$ cat src/rtl/fwd_hazard_unit.sv
// fwd_hazard_unit: EX operand forwarding, load-use and HI/LO hazard detection
// for the 5-stage pipeline, and a busy tracker for the multi-cycle MULT/DIV unit.
// Optional macro FWD_PERF_CNT_EN adds saturating stall / forward counters
// (perf_stall_cnt, perf_fwd_cnt).
module fwd_hazard_unit #(
    parameter int DATA_W   = 32,
    parameter int REG_AW   = 5,
    parameter int MULT_LAT = 4,
    parameter int DIV_LAT  = 32,
    parameter int CNT_W    = 6
) (
    input  logic              clk,
    input  logic              rst,
    input  logic [REG_AW-1:0] rs_id,
    input  logic [REG_AW-1:0] rt_id,
    input  logic              uses_rt_id,
    input  logic              mfhilo_id,
    input  logic              muldiv_id,
    input  logic [REG_AW-1:0] rs_ex,
    input  logic [REG_AW-1:0] rt_ex,
    input  logic [REG_AW-1:0] ex_dst,
    input  logic              mem_read_ex,
    input  logic              mult_ex,
    input  logic              div_ex,
    input  logic [REG_AW-1:0] mem_dst,
    input  logic [REG_AW-1:0] wb_dst,
    input  logic              mem_reg_wr,
    input  logic              wb_reg_wr,
    input  logic [DATA_W-1:0] RD1_ex,
    input  logic [DATA_W-1:0] RD2_ex,
    input  logic [DATA_W-1:0] res_mem,
    input  logic [DATA_W-1:0] res_wb,
    output logic [DATA_W-1:0] sourceA_ex,
    output logic [DATA_W-1:0] sourceB_ex,
    output logic              stall_if,
    output logic              stall_id,
    output logic              flush_ex,
    output logic              hilo_busy,
    output logic              forward_hi_lo,
    output logic              hilo_err
`ifdef FWD_PERF_CNT_EN
    ,
    output logic [31:0]       perf_stall_cnt,
    output logic [31:0]       perf_fwd_cnt
`endif
);

    typedef enum logic {IDLE = 1'b0, BUSY = 1'b1} state_t;

    // Counter reload values: the unit stays busy for LAT cycles, counting LAT-1 down to 0.
    localparam logic [CNT_W-1:0] DIV_CNT  = CNT_W'(DIV_LAT - 1);
    localparam logic [CNT_W-1:0] MULT_CNT = CNT_W'(MULT_LAT - 1);

    state_t            state_q;
    logic [CNT_W-1:0]  cnt_q;
    logic              fwd_hilo_q;
    logic              err_q;

    logic [REG_AW-1:0] src_reg [2];
    logic [DATA_W-1:0] rf_val  [2];
    logic [DATA_W-1:0] opnd    [2];
`ifdef FWD_PERF_CNT_EN
    logic [1:0]        fwd_hit;
`endif

    logic              load_use;
    logic              hilo_haz;
    logic              hazard;

    assign src_reg[0] = rs_ex;
    assign src_reg[1] = rt_ex;
    assign rf_val[0]  = RD1_ex;
    assign rf_val[1]  = RD2_ex;

    // Per-operand forwarding mux: the younger MEM result beats WB, r0 is never forwarded.
    generate
        for (genvar gi = 0; gi < 2; gi++) begin : g_fwd
            logic mem_hit;
            logic wb_hit;
            assign mem_hit  = mem_reg_wr && (mem_dst == src_reg[gi]) && (mem_dst != '0);
            assign wb_hit   = wb_reg_wr && (wb_dst == src_reg[gi]) && (wb_dst != '0);
            assign opnd[gi] = mem_hit ? res_mem : (wb_hit ? res_wb : rf_val[gi]);
`ifdef FWD_PERF_CNT_EN
            assign fwd_hit[gi] = mem_hit || wb_hit;
`endif
        end
    endgenerate

    assign sourceA_ex = opnd[0];
    assign sourceB_ex = opnd[1];

    // A load in EX feeding the ID instruction, or any HI/LO access while the unit is busy.
    assign load_use = mem_read_ex && (ex_dst != '0) &&
                      ((ex_dst == rs_id) || (uses_rt_id && (ex_dst == rt_id)));
    assign hilo_haz = (state_q == BUSY) && (mfhilo_id || muldiv_id);
    assign hazard   = load_use || hilo_haz;

    assign stall_if      = hazard;
    assign stall_id      = hazard;
    assign flush_ex      = hazard;
    assign hilo_busy     = (state_q == BUSY);
    assign forward_hi_lo = fwd_hilo_q;
    assign hilo_err      = err_q;

    // MULT/DIV busy tracker; any issue while busy (including the completion edge) is dropped and flagged.
    always_ff @(posedge clk or posedge rst) begin
        if (rst) begin
            state_q    <= IDLE;
            cnt_q      <= '0;
            fwd_hilo_q <= 1'b0;
            err_q      <= 1'b0;
        end else begin
            fwd_hilo_q <= 1'b0;
            case (state_q)
                IDLE: begin
                    if (div_ex) begin
                        state_q <= BUSY;
                        cnt_q   <= DIV_CNT;
                        if (mult_ex) begin
                            err_q <= 1'b1;
                        end
                    end else if (mult_ex) begin
                        state_q <= BUSY;
                        cnt_q   <= MULT_CNT;
                    end
                end
                BUSY: begin
                    if (mult_ex || div_ex) begin
                        err_q <= 1'b1;
                    end
                    if (cnt_q == '0) begin
                        state_q    <= IDLE;
                        fwd_hilo_q <= 1'b1;
                    end else begin
                        cnt_q <= cnt_q - 1'b1;
                    end
                end
                default: state_q <= IDLE;
            endcase
        end
    end

`ifdef FWD_PERF_CNT_EN
    logic [31:0] stall_cnt_q, stall_cnt_d;
    logic [31:0] fwd_cnt_q, fwd_cnt_d;
    logic [32:0] fwd_sum;

    // Saturating event counters: stalled cycles and forwarded operands.
    always_comb begin
        stall_cnt_d = stall_cnt_q;
        if (hazard && !(&stall_cnt_q)) begin
            stall_cnt_d = stall_cnt_q + 32'd1;
        end
        fwd_sum   = {1'b0, fwd_cnt_q} + 33'(fwd_hit[0]) + 33'(fwd_hit[1]);
        fwd_cnt_d = fwd_sum[32] ? '1 : fwd_sum[31:0];
    end

    // Register the performance counters.
    always_ff @(posedge clk or posedge rst) begin
        if (rst) begin
            stall_cnt_q <= '0;
            fwd_cnt_q   <= '0;
        end else begin
            stall_cnt_q <= stall_cnt_d;
            fwd_cnt_q   <= fwd_cnt_d;
        end
    end

    assign perf_stall_cnt = stall_cnt_q;
    assign perf_fwd_cnt   = fwd_cnt_q;
`endif

endmodule

$ cat config.mk
export PLATFORM = sky130hd
export DESIGN_NAME = fwd_hazard_unit
export DESIGN_NICKNAME = d
export VERILOG_FILES = /design/src/rtl/fwd_hazard_unit.sv
export SDC_FILE = /design/constraint.sdc
export NUM_CORES = 1
export LEC_CHECK = 0
export ABC_AREA = 1
export CORE_ASPECT_RATIO = 0.5
export CORE_MARGIN = 2
export CORE_UTILIZATION = 25
export CTS_CLUSTER_DIAMETER = 80
export DETAILED_ROUTE_END_ITERATION = 12
export GPL_ROUTABILITY_DRIVEN = 0
export PLACE_DENSITY = 0.62
export SKIP_LAST_GASP = 1
export SYNTH_ARGS = -nofsm -noshare
export SYNTH_HDL_FRONTEND = slang
export SYNTH_SLANG_ARGS = --single-unit
$ cat constraint.sdc
create_clock -name clk -period 4.7 [get_ports clk]
set_clock_uncertainty 0.15 [all_clocks]
set_input_delay 1.175 -clock clk [delete_from_list [all_inputs] [get_ports clk]]
set_output_delay 1.175 -clock clk [all_outputs]
set_load 0.1 [all_outputs]
==> results of run 1 <==
[routing by layer]
metal | track usage, % | part of all wire (%)
met5 | 0 | 0
met4 | 5.86 | 2.3
met3 | 1.76 | 5.3
met2 | 41.3 | 50
met1 | 28.3 | 42
[per-stage QoR]
| step | cell area (um^2) | hold WS (ps) | cells | setup WS [ps] | total power [W] |
|---|---|---|---|---|---|
| final | 6320 | 376 | 1032 | 354 | 0.00133 |
| after global routing | 6320 | 381 | 1032 | 169 | 0.00140 |
| after CTS | 6320 | 377 | 1032 | 377 | 0.00133 |
| after detailed placement | 6250 | 338 | 1028 | 378 | 0.00117 |
| after global placement | 6250 | 319 | 1028 | 406 | 0.00116 |
| after floorplan | 2980 | 351 | 637 | 703 | 0.000729 |
[how the worst max path moves through the flow]
stage | cells past startpoint | endpoint | startpoint | slack (ps)
2_1_floorplan | 7 | stall_id | ex_dst[2] | 700
3_3_place_gp | 10 | sourceA_ex[24] | wb_dst[3] | 410
3_5_place_dp | 10 | sourceA_ex[4] | wb_dst[3] | 380
4_1_cts | 10 | sourceA_ex[4] | wb_dst[3] | 380
5_1_grt | 13 | sourceA_ex[29] | rs_ex[3] | 170
6_report | 10 | sourceA_ex[4] | wb_dst[3] | 350
[layout make-up]
class,count,share of cell area [%]
inverters,136,8.07
flip-flops and latches,9,3.56
well taps,165,3.26
clock buffers,4,1.25
repair buffers,258,51.6
multi-input cells,460,32.3
[worst max-delay path: stages]
cell and delay (ps):
clkdlybuf4s50_1 530, inv_2 60, a21oi_1 120, nand2_1 100, nor2_4 110, buf_4 360
nand3_1 170, nand3_1 120, nand2_1 90, buf_12 170
[state kept, by name, indices dropped and copies added, names as in the netlist]
register       flops
cnt_q              6
forward_hi_lo      1
hilo_busy          1
hilo_err           1
[cells by family after synthesis]
logic type	Yosys count	share of synthesized area (%)
flip-flops	9	7.56
XOR/XNOR	7	2.06
adder cells (fa/ha/maj)	2	0.840
AND/OR/NAND/NOR	428	61.3
AO/OA/AOI/OAI	23	4.28
buffers and inverters	168	23.9
[power by group]
part | internal, W | switching, W
registers | 0.000109 | 0.0000222
clock network | 0.000113 | 0.0000391
logic | 0.000410 | 0.000638
[cells in the final DEF (no fill, tap or decap), types with 9 or more instances in the layout]
master	instances
buf_4	12
inv_1	123
dfrtp_1	9
clkdlybuf4s50_1	175
inv_2	13
nand3_1	135
o21ai_0	12
buf_12	71
nand2_1	257
nor2_1	23
==> summary.md, run 1 <==
| Metric | Value |
|---|---|
| Syn Std Cell Area | `between 2000 and 3000 um^2` |
| Overflow after GRT | `0` |
| Maximum vdd ir drop | `0.163 mV` |
| RSZ-0062 raised after global routing | `false` |
| CTS H-tree depth | `1` |
| Crit start category | `input pin` |
| FF-to-FF Start | `cnt_q[0]$_DFFE_PP0P_` |
| Setup crit end kind | `primary output` |
| Outcome | `complete, no violations` |
| I/O Pins | `243` |
| Post-Syn Nets | `812` |
| GRT Resource Usage Total | `22.3%` |
| Number of flops mapped to enable cells by yosys | `0` |
| Vias in the first global route | `4385` |
| CTS resizes | `0` |
| Sequential area share after synthesis | `7.56%` |
| Number of buffers created by CTS | `3` |
| First-pass GRT wire length | `22700 um` |
| Max-cap violations | `0` |
| Gate Count Post-Synth | `approximately 640` |
| Initial DRC count | `roughly 300` |
| Worst-margin pin slew | `1020 ps` |
| Fill cell count | `around 1.2k` |
| # nets final | `1043` |
| Pleak | `3.38 nW` |
| Fraction of registers with async set/reset | `100%` |
| Final Util | `54.1%` |
| Die Wd | `between 150 and 200 um` |
| Min-delay src | `hilo_err$_DFFE_PP0P_` |
| Worst reg-to-reg path cell count | `7` |
| Multi-input logic area | `slightly above 2000 um^2` |
| Area delta synth->final | `112%` |
| Max_slew headroom | `approximately a third` |
| Initial Util | `25.5%` |
| Worst Hold Depth | `2` |
| Reg2Reg Setup Slack | `3050 ps` |
| Reg-to-reg endpoint | `cnt_q[0]$_DFFE_PP0P_` |
| Count leader, synth | `nand2_1` |
| Most frequent cells after synthesis | `nand2_1 (257), nand3_1 (135), inv_1 (123)` |
| Vias/cell | `4.47` |
| Yosys cell types | `21` |
| Mean post-synth cell area | `4.68 um^2` |
| Register Area | `about 230 um^2` |
| Hold Crit Class | `flop to flop` |
| Crit path max fanout | `32` |
| Tcrit/Tclk final | `92.5%` |
| Main flop type after synthesis | `dfrtp_1` |
| Clock Path Buffers | `2` |
| Clk_lat worst skew | `240 ps` |
| Max frequency | `about 0.23 GHz` |
| Setup Viol. Count Final | `0` |
| Root buf cell | `clkbuf_16` |
| Total number of yosys warnings | `0` |
| Port Buffers | `242` |
| Detailed Place HPWL | `roughly 12000 um` |
| # rows | `28` |
| Final TNS setup | `0 ps` |
| WL final | `14800 um` |
| Postcts setup bufs | `0` |
| Hold path endpoint | `hilo_err$_DFFE_PP0P_` |
| Die ar. | `12900 um^2` |
| Synth Register Bits | `9` |
| Initial antenna violation count | `0` |
| WP data arrival | `3020 ps` |
| CP Class | `input pin to primary output` |
| Final Slew Violations | `0` |
| Share of cells above drive strength 1 | `roughly 12%` |
| CTS tree | `built` |
| Largest net degree at the start of global routing | `33` |
| Clock Sinks | `9` |
| Minimum clock period | `4350 ps` |
| Worst-path clk slew | `40 ps` |
| Antenna Cells | `0` |
| Power per standard cell area | `211 nW/um^2` |
| Wire per inst | `14.3 um` |
| ANT nets after route | `0` |
| Die Span Y | `81.2 um` |
| # DRC | `0` |
| Core footprint | `11700 um^2` |
| Drt first pass iters | `5` |
| Area contributors post-synth | `nand2_1 (32%), nand3_1 (23%), inv_1 (15%)` |
| Post-synth top area cell | `nand2_1` |
| CP required | `3380 ps` |
| Via count | `4613` |
| Yosys top cell area share | `32.4%` |
| Hold-fix buffers, CTS | `0` |
| Final Hold Fails | `0` |
(Power assumes the default switching activity.)
==> inputs of run 2 (changes only) <==
--- a/config.mk
+++ b/config.mk
@@ -13,7 +13,9 @@
 export DETAILED_ROUTE_END_ITERATION = 12
 export GPL_ROUTABILITY_DRIVEN = 0
 export PLACE_DENSITY = 0.62
+export RECOVER_POWER = 25
 export SKIP_LAST_GASP = 1
 export SYNTH_ARGS = -nofsm -noshare
 export SYNTH_HDL_FRONTEND = slang
 export SYNTH_SLANG_ARGS = --single-unit
+export TNS_END_PERCENT = 100
==> summary.md, run 2 (synthesized netlist as in run 1, its figures left out) <==
| Metric | Value |
|---|---|
| Outcome | `complete, no violations` |
| Worst reg-to-reg path cell count | `7 (unchanged)` |
| Final Hold Fails | `0 (unchanged)` |
| Reg-to-reg endpoint | `cnt_q[0]$_DFFE_PP0P_` |
| WL final | `14800 um (about the same)` |
| Placed instance count | `1028 (unchanged)` |
| Detailed Place HPWL | `11800 um (unchanged)` |
| Max-cap violations | `0 (unchanged)` |
| Most frequent cells in the layout | `nand2_1 (257), clkdlybuf4s50_1 (170), nand3_1 (135)` |
| Hold path endpoint | `hilo_err$_DFFE_PP0P_` |
| Crit start category | `input pin` |
| Vias/cell | `4.45 (-0.46%)` |
| Die Wd | `158 um (unchanged)` |
| Switching Fraction | `52.8% (+0.22 points)` |
| Clock Path Buffers | `2 (unchanged)` |
| CTS resizes | `0 (unchanged)` |
| Largest register FFs | `6 (unchanged)` |
| First-pass GRT wire length | `22700 um (unchanged)` |
| CP required | `3380 ps (about the same)` |
| Crit path max fanout | `32 (unchanged)` |
| GRT Resource Usage Total | `22.3% (unchanged)` |
| # DRC | `0 (unchanged)` |
| Largest Register | `cnt_q` |
| Clk pwr share | `11.6% (about the same)` |
| Psw | `0.000700 W (about the same)` |
| Setup Viol. Count Final | `0 (unchanged)` |
| ANT nets after route | `0 (unchanged)` |
| Worst Hold Depth | `2 (unchanged)` |
| Placed inst area | `6250 um^2 (unchanged)` |
| Sequential share of power | `9.9% (about the same)` |
| Antenna Cells | `0 (unchanged)` |
| Wire per inst | `14.3 um (about the same)` |
| Comb pwr share | `78.5% (-0.2 points)` |
| CTS tree | `built` |
| Commonest non-fill, non-tap cell in the layout | `nand2_1` |
| Clock Sinks | `9 (unchanged)` |
| Max frequency | `0.230 GHz (about the same)` |
| Setup crit end kind | `primary output` |
| Final setup margin | `353 ps (-0.953 ps)` |
| Hold-fix buffers, CTS | `0 (unchanged)` |
| Worst-path clk slew | `40 ps (about the same)` |
| Min-delay src | `hilo_err$_DFFE_PP0P_` |
| RSZ-0062 raised after global routing | `false` |
| CTS H-tree depth | `1 (unchanged)` |
| Power, Total | `0.00133 W (-0.43%)` |
| Final Cell Area | `6310 um^2 (-0.24%)` |
| Overflow after GRT | `0 (unchanged)` |
| Final Instance Count excl. Fillers | `1032 (unchanged)` |
| Root buf cell | `clkbuf_16` |
| Postcts setup bufs | `0 (unchanged)` |
| Tcrit/Tclk final | `92.5% (about the same)` |
| Power per standard cell area | `210 nW/um^2 (-0.20%)` |
| Initial Util | `25.5% (unchanged)` |
| WP data arrival | `3020 ps (about the same)` |
| Minimum clock period | `4350 ps (+0.953 ps)` |
| Largest net degree at the start of global routing | `33 (unchanged)` |
| Share of cells above drive strength 1 | `12.2% (unchanged)` |
| Drt first pass iters | `5 (unchanged)` |
| Core footprint | `11700 um^2 (unchanged)` |
| FF-to-FF Start | `cnt_q[0]$_DFFE_PP0P_` |
| Vias in the first global route | `4385 (unchanged)` |
| Hold Crit Class | `flop to flop` |
| # rows | `28 (unchanged)` |
| Initial antenna violation count | `0 (unchanged)` |
| Initial DRC count | `280 (-5.1%)` |
| Number of buffers created by CTS | `3 (unchanged)` |
| Maximum vdd ir drop | `0.155 mV (-5.0%)` |
| Worst-margin pin slew | `1030 ps (+10.0 ps)` |
| Dpl ws | `378 ps (unchanged)` |
| Final TNS setup | `0 ps (unchanged)` |
| # nets final | `1043 (unchanged)` |
| Max_slew headroom | `31.4% (-0.68 points)` |
| Final Slew Violations | `0 (unchanged)` |
| I/O Pins | `243 (unchanged)` |
| Power Internal | `0.000626 W (-0.90%)` |
| Clk_lat worst skew | `240 ps (about the same)` |
| Crit. Startpoint | `wb_dst[3]` |
| Reg2Reg Setup Slack | `3060 ps (about the same)` |
| Port Buffers | `242 (unchanged)` |
| Via count | `4592 (-0.46%)` |
| CP Class | `input pin to primary output` |
| Die Span Y | `81.2 um (unchanged)` |
| Die ar. | `12900 um^2 (unchanged)` |
| Pleak | `3.37 nW (-0.24%)` |
| Area delta synth->final | `112%` |
run 2: layout make-up:
cell class | count | area (um^2)
clock buffer | 4 | 78.8
fill | 1214 | 5390
inverter | 136 | 510
multi-input combinational | 460 | 2040
tap | 165 | 206
sequential | 9 | 225
timing repair buffer | 258 | 3250
run 2: worst max path at each step:
stage	depth (start not counted)	to	slack, ps
3_5_place_dp	10	sourceA_ex[4]	380
5_1_grt	13	sourceA_ex[29]	170
3_3_place_gp	10	sourceA_ex[24]	410
4_1_cts	10	sourceA_ex[4]	380
2_1_floorplan	7	stall_id	700
6_report	10	sourceA_ex[4]	350
run 2: metal layers:
layer,global-route usage [%],part of all wire [%],vias to the layer above
met5,0,0,-
met4,5.86,2.4,0
met1,28.3,43,2031
li1,-,-,2382
met3,1.76,5.0,27
met2,41.3,50,152
run 2: stage by stage:
stage               utilization, %  hold slack (ps)
CTS                           54.1              377
detailed placement            53.4              338
global placement              53.4              319
floorplan                        -              351
finish                        53.9              371
global route                  53.9              376
run 2: power by group through the flow:
stage               clock network, W  registers [W]  logic [W]
floorplan                          0       0.000144   0.000585
global placement                   0       0.000132    0.00103
detailed placement                 0       0.000132    0.00104
CTS                         0.000153       0.000131    0.00105
global route                0.000157       0.000135    0.00110
finish                      0.000154       0.000131    0.00104
run 2: worst max-delay path: stages:
cell and delay, ps:
clkdlybuf4s50_1 530, inv_2 60, a21oi_1 120, nand2_1 100, nor2_4 110, buf_4 360
nand3_1 170, nand3_1 120, nand2_1 90, buf_12 170
==> variant (settings of run 1) <==
`CNT_W`: 6 -> 12.
--- a/src/rtl/fwd_hazard_unit.sv
+++ b/src/rtl/fwd_hazard_unit.sv
@@ -9,3 +9,3 @@
     parameter int DIV_LAT  = 32,
-    parameter int CNT_W    = 6
+    parameter int CNT_W    = 12
 ) (
Check against the original RTL: no difference found for any inputs over 10 cycles, from zero or initial values and one cycle with rst high; that may be too few to reach the edited logic, so the function may still have changed.
==> variant against run 1 <==
Sequential cell count is 6 higher. Via count increased by 8.6%. Routed wire length rose by 6.2%. Cell count rose by 4.2%. Total power grew 16%. First-iteration DRC count is 8.8% lower. Largest power group unchanged. Register-to-register slack worse by 220 ps. Global-route usage shrank 2.1 points. Area after synthesis is 16% higher. Final area grew 7.1%. Largest cell class unchanged. Fmax is 1.4% lower. Worst setup slack got worse by 60 ps.
==> variant: results (changes against run 1) <==
metric,value,unit,change
status,"finished, final reports clean",,unchanged
overall routed net length,15670,um,was 14770 um
post-CTS setup buffer count,0,,unchanged
filler cell count,1381,,was 1212
"Clk Latency, worst-skew pair",250,ps,
layout cells sized above 1,0.1146,,was 0.1223
FF-to-FF path depth,11,,was 7
Hold Startpoint,hilo_err$_DFFE_PP0P_,,unchanged
"Clk pin slew, worst setup/hold paths",50,ps,
Worst VDD drop,129.9,uV,was 162.8 uV
Commonest cells post-synth,"nand2_1 (236), nand3_1 (142), inv_1 (102), nor2_1 (43), o21bai_1 (32)",,"was nand2_1 (257), nand3_1 (135), inv_1 (123), buf_2 (24), nor2_1 (23)"
Area contributors post-synth,"nand2_1 (26%), nand3_1 (21%), inv_1 (11%), dfrtp_1 (11%), o21bai_1 (6.9%)",,"was nand2_1 (32%), nand3_1 (23%), inv_1 (15%), dfrtp_1 (7.6%), buf_2 (4.0%)"
"Seq/Total Area, Yosys",0.1086,,was 0.07560
PostCTS Resize Cnt,0,,unchanged
clock root buffer,clkbuf_16,,unchanged
syn nets,850,,was 812
Pre-antenna DRT Iters,5,,unchanged
"Primary FF master, synth",dfrtp_1,,unchanged
Synthesis Warnings,0,,unchanged
met2 usage,0.3873,,was 0.4130
Placed Area,6698,um^2,was 6246 um^2
vias per inst,4.659,,was 4.470
M3 GR Usage,0.01363,,was 0.01761
worst r2r src,cnt_q[0]$_DFFE_PP0P_,,unchanged
detailed-routed wire length on met2,8231,um,was 7400 um
WL per Instance,14.58,um,was 14.31 um
top layer in use,met4,,unchanged
ant diodes,0,,unchanged
post-DP HPWL,12030,um,was 11840 um
Largest register FFs,12,,was 6
WL met1,6402,um,was 6240 um
Leakage Power,3.330,nW,was 3.376 nW
H-Tree Depth,1,,unchanged
WHS Endpoint,hilo_err$_DFFE_PP0P_,,unchanged
Hold Slack,344.0,ps,was 376.4 ps
Worst EP arrival,3080,ps,was 3020 ps
worst min path class,reg -> reg,,unchanged
first-pass GRT wire length,23960,um,was 22690 um
r2r setup slk,2830,ps,was 3050 ps
vias in the first global route,4692,,was 4385
share of flip-flops with an asynchronous set or reset,1.000,,unchanged
Iteration-0 DRC Markers,269,,was 295
Rel. slew slack,0.3533,,was 0.3211
Slowest cell on crit path,clkdlybuf4s50_1,,unchanged
Reg with most FFs,cnt_q,,unchanged
Mapped Cells,675,,was 637
met3 wire length,633,um,was 786 um
cell depth of the worst hold path,2,,unchanged
Yosys cell types,30,,was 21
FF-to-FF End,cnt_q[0]$_DFFE_PP0P_,,unchanged
GRT Total Usage,0.2020,,was 0.2234
Pwr Density,227.0,nW/um^2,was 210.5 nW/um^2
placed cells,1071,,was 1028
maximum clock insertion buffer count,2,,unchanged
# port buffers,242,,unchanged
met1 GRT Util,0.2412,,was 0.2830
largest net degree at the start of global routing,33,,unchanged
CP top delay family,buffers and inverters,,unchanged
## variant: logic make-up after synthesis
| group | after synthesis | share of synthesized area |
|---|---|---|
| AOI/OAI and AO/OA | 62 | 0.1147 |
| buffers and inverters | 145 | 0.1900 |
| and+or+nand+nor | 439 | 0.5490 |
| adders and majority gates | 2 | 0.007237 |
| xor gates and xnor gates | 12 | 0.03040 |
| DFF | 15 | 0.1086 |
## variant: worst max path at each step
stage | from | to | slack (ps) | cells after the start
3_5_place_dp | wb_dst[1] | sourceA_ex[4] | 300 | 12
2_1_floorplan | ex_dst[4] | stall_id | 700 | 7
3_3_place_gp | wb_dst[3] | sourceA_ex[27] | 350 | 12
6_report | wb_dst[1] | sourceA_ex[8] | 290 | 12
5_1_grt | wb_dst[1] | sourceA_ex[29] | 110 | 12
4_1_cts | wb_dst[1] | sourceA_ex[4] | 300 | 12
## variant: layout make-up
cell class / instances / share of cell area
multi-input combinational: 515 / 0.3578
clock buffer: 4 / 0.01163
tap: 176 / 0.03250
timing repair buffer: 258 / 0.4834
inverter: 107 / 0.05927
sequential: 15 / 0.05539
## variant: per-stage QoR
stage          power [mW]  setup slack, ps
2_1_floorplan      0.9037            699.5
3_3_place_gp        1.358            351.2
3_5_place_dp        1.369            302.7
4_1_cts             1.544            302.0
5_1_grt             1.637            113.9
6_report            1.539            293.7
## variant: power by group
part / total [mW] / switching, mW / internal, mW / leakage (nW)
registers: 0.236 / 0.0532 / 0.183 / 0.177
clock network: 0.168 / 0.0526 / 0.115 / 0.0382
logic: 1.14 / 0.684 / 0.451 / 3.11
## variant: worst register-to-register path, delay by kind of cell (launching register included)
family / cells / cell delay, ps
DFF: 1 / 370
buffers and inverters: 3 / 380
adders and majority gates: 1 / 180
AOI/OAI and AO/OA: 2 / 170
and+or+nand+nor: 5 / 510
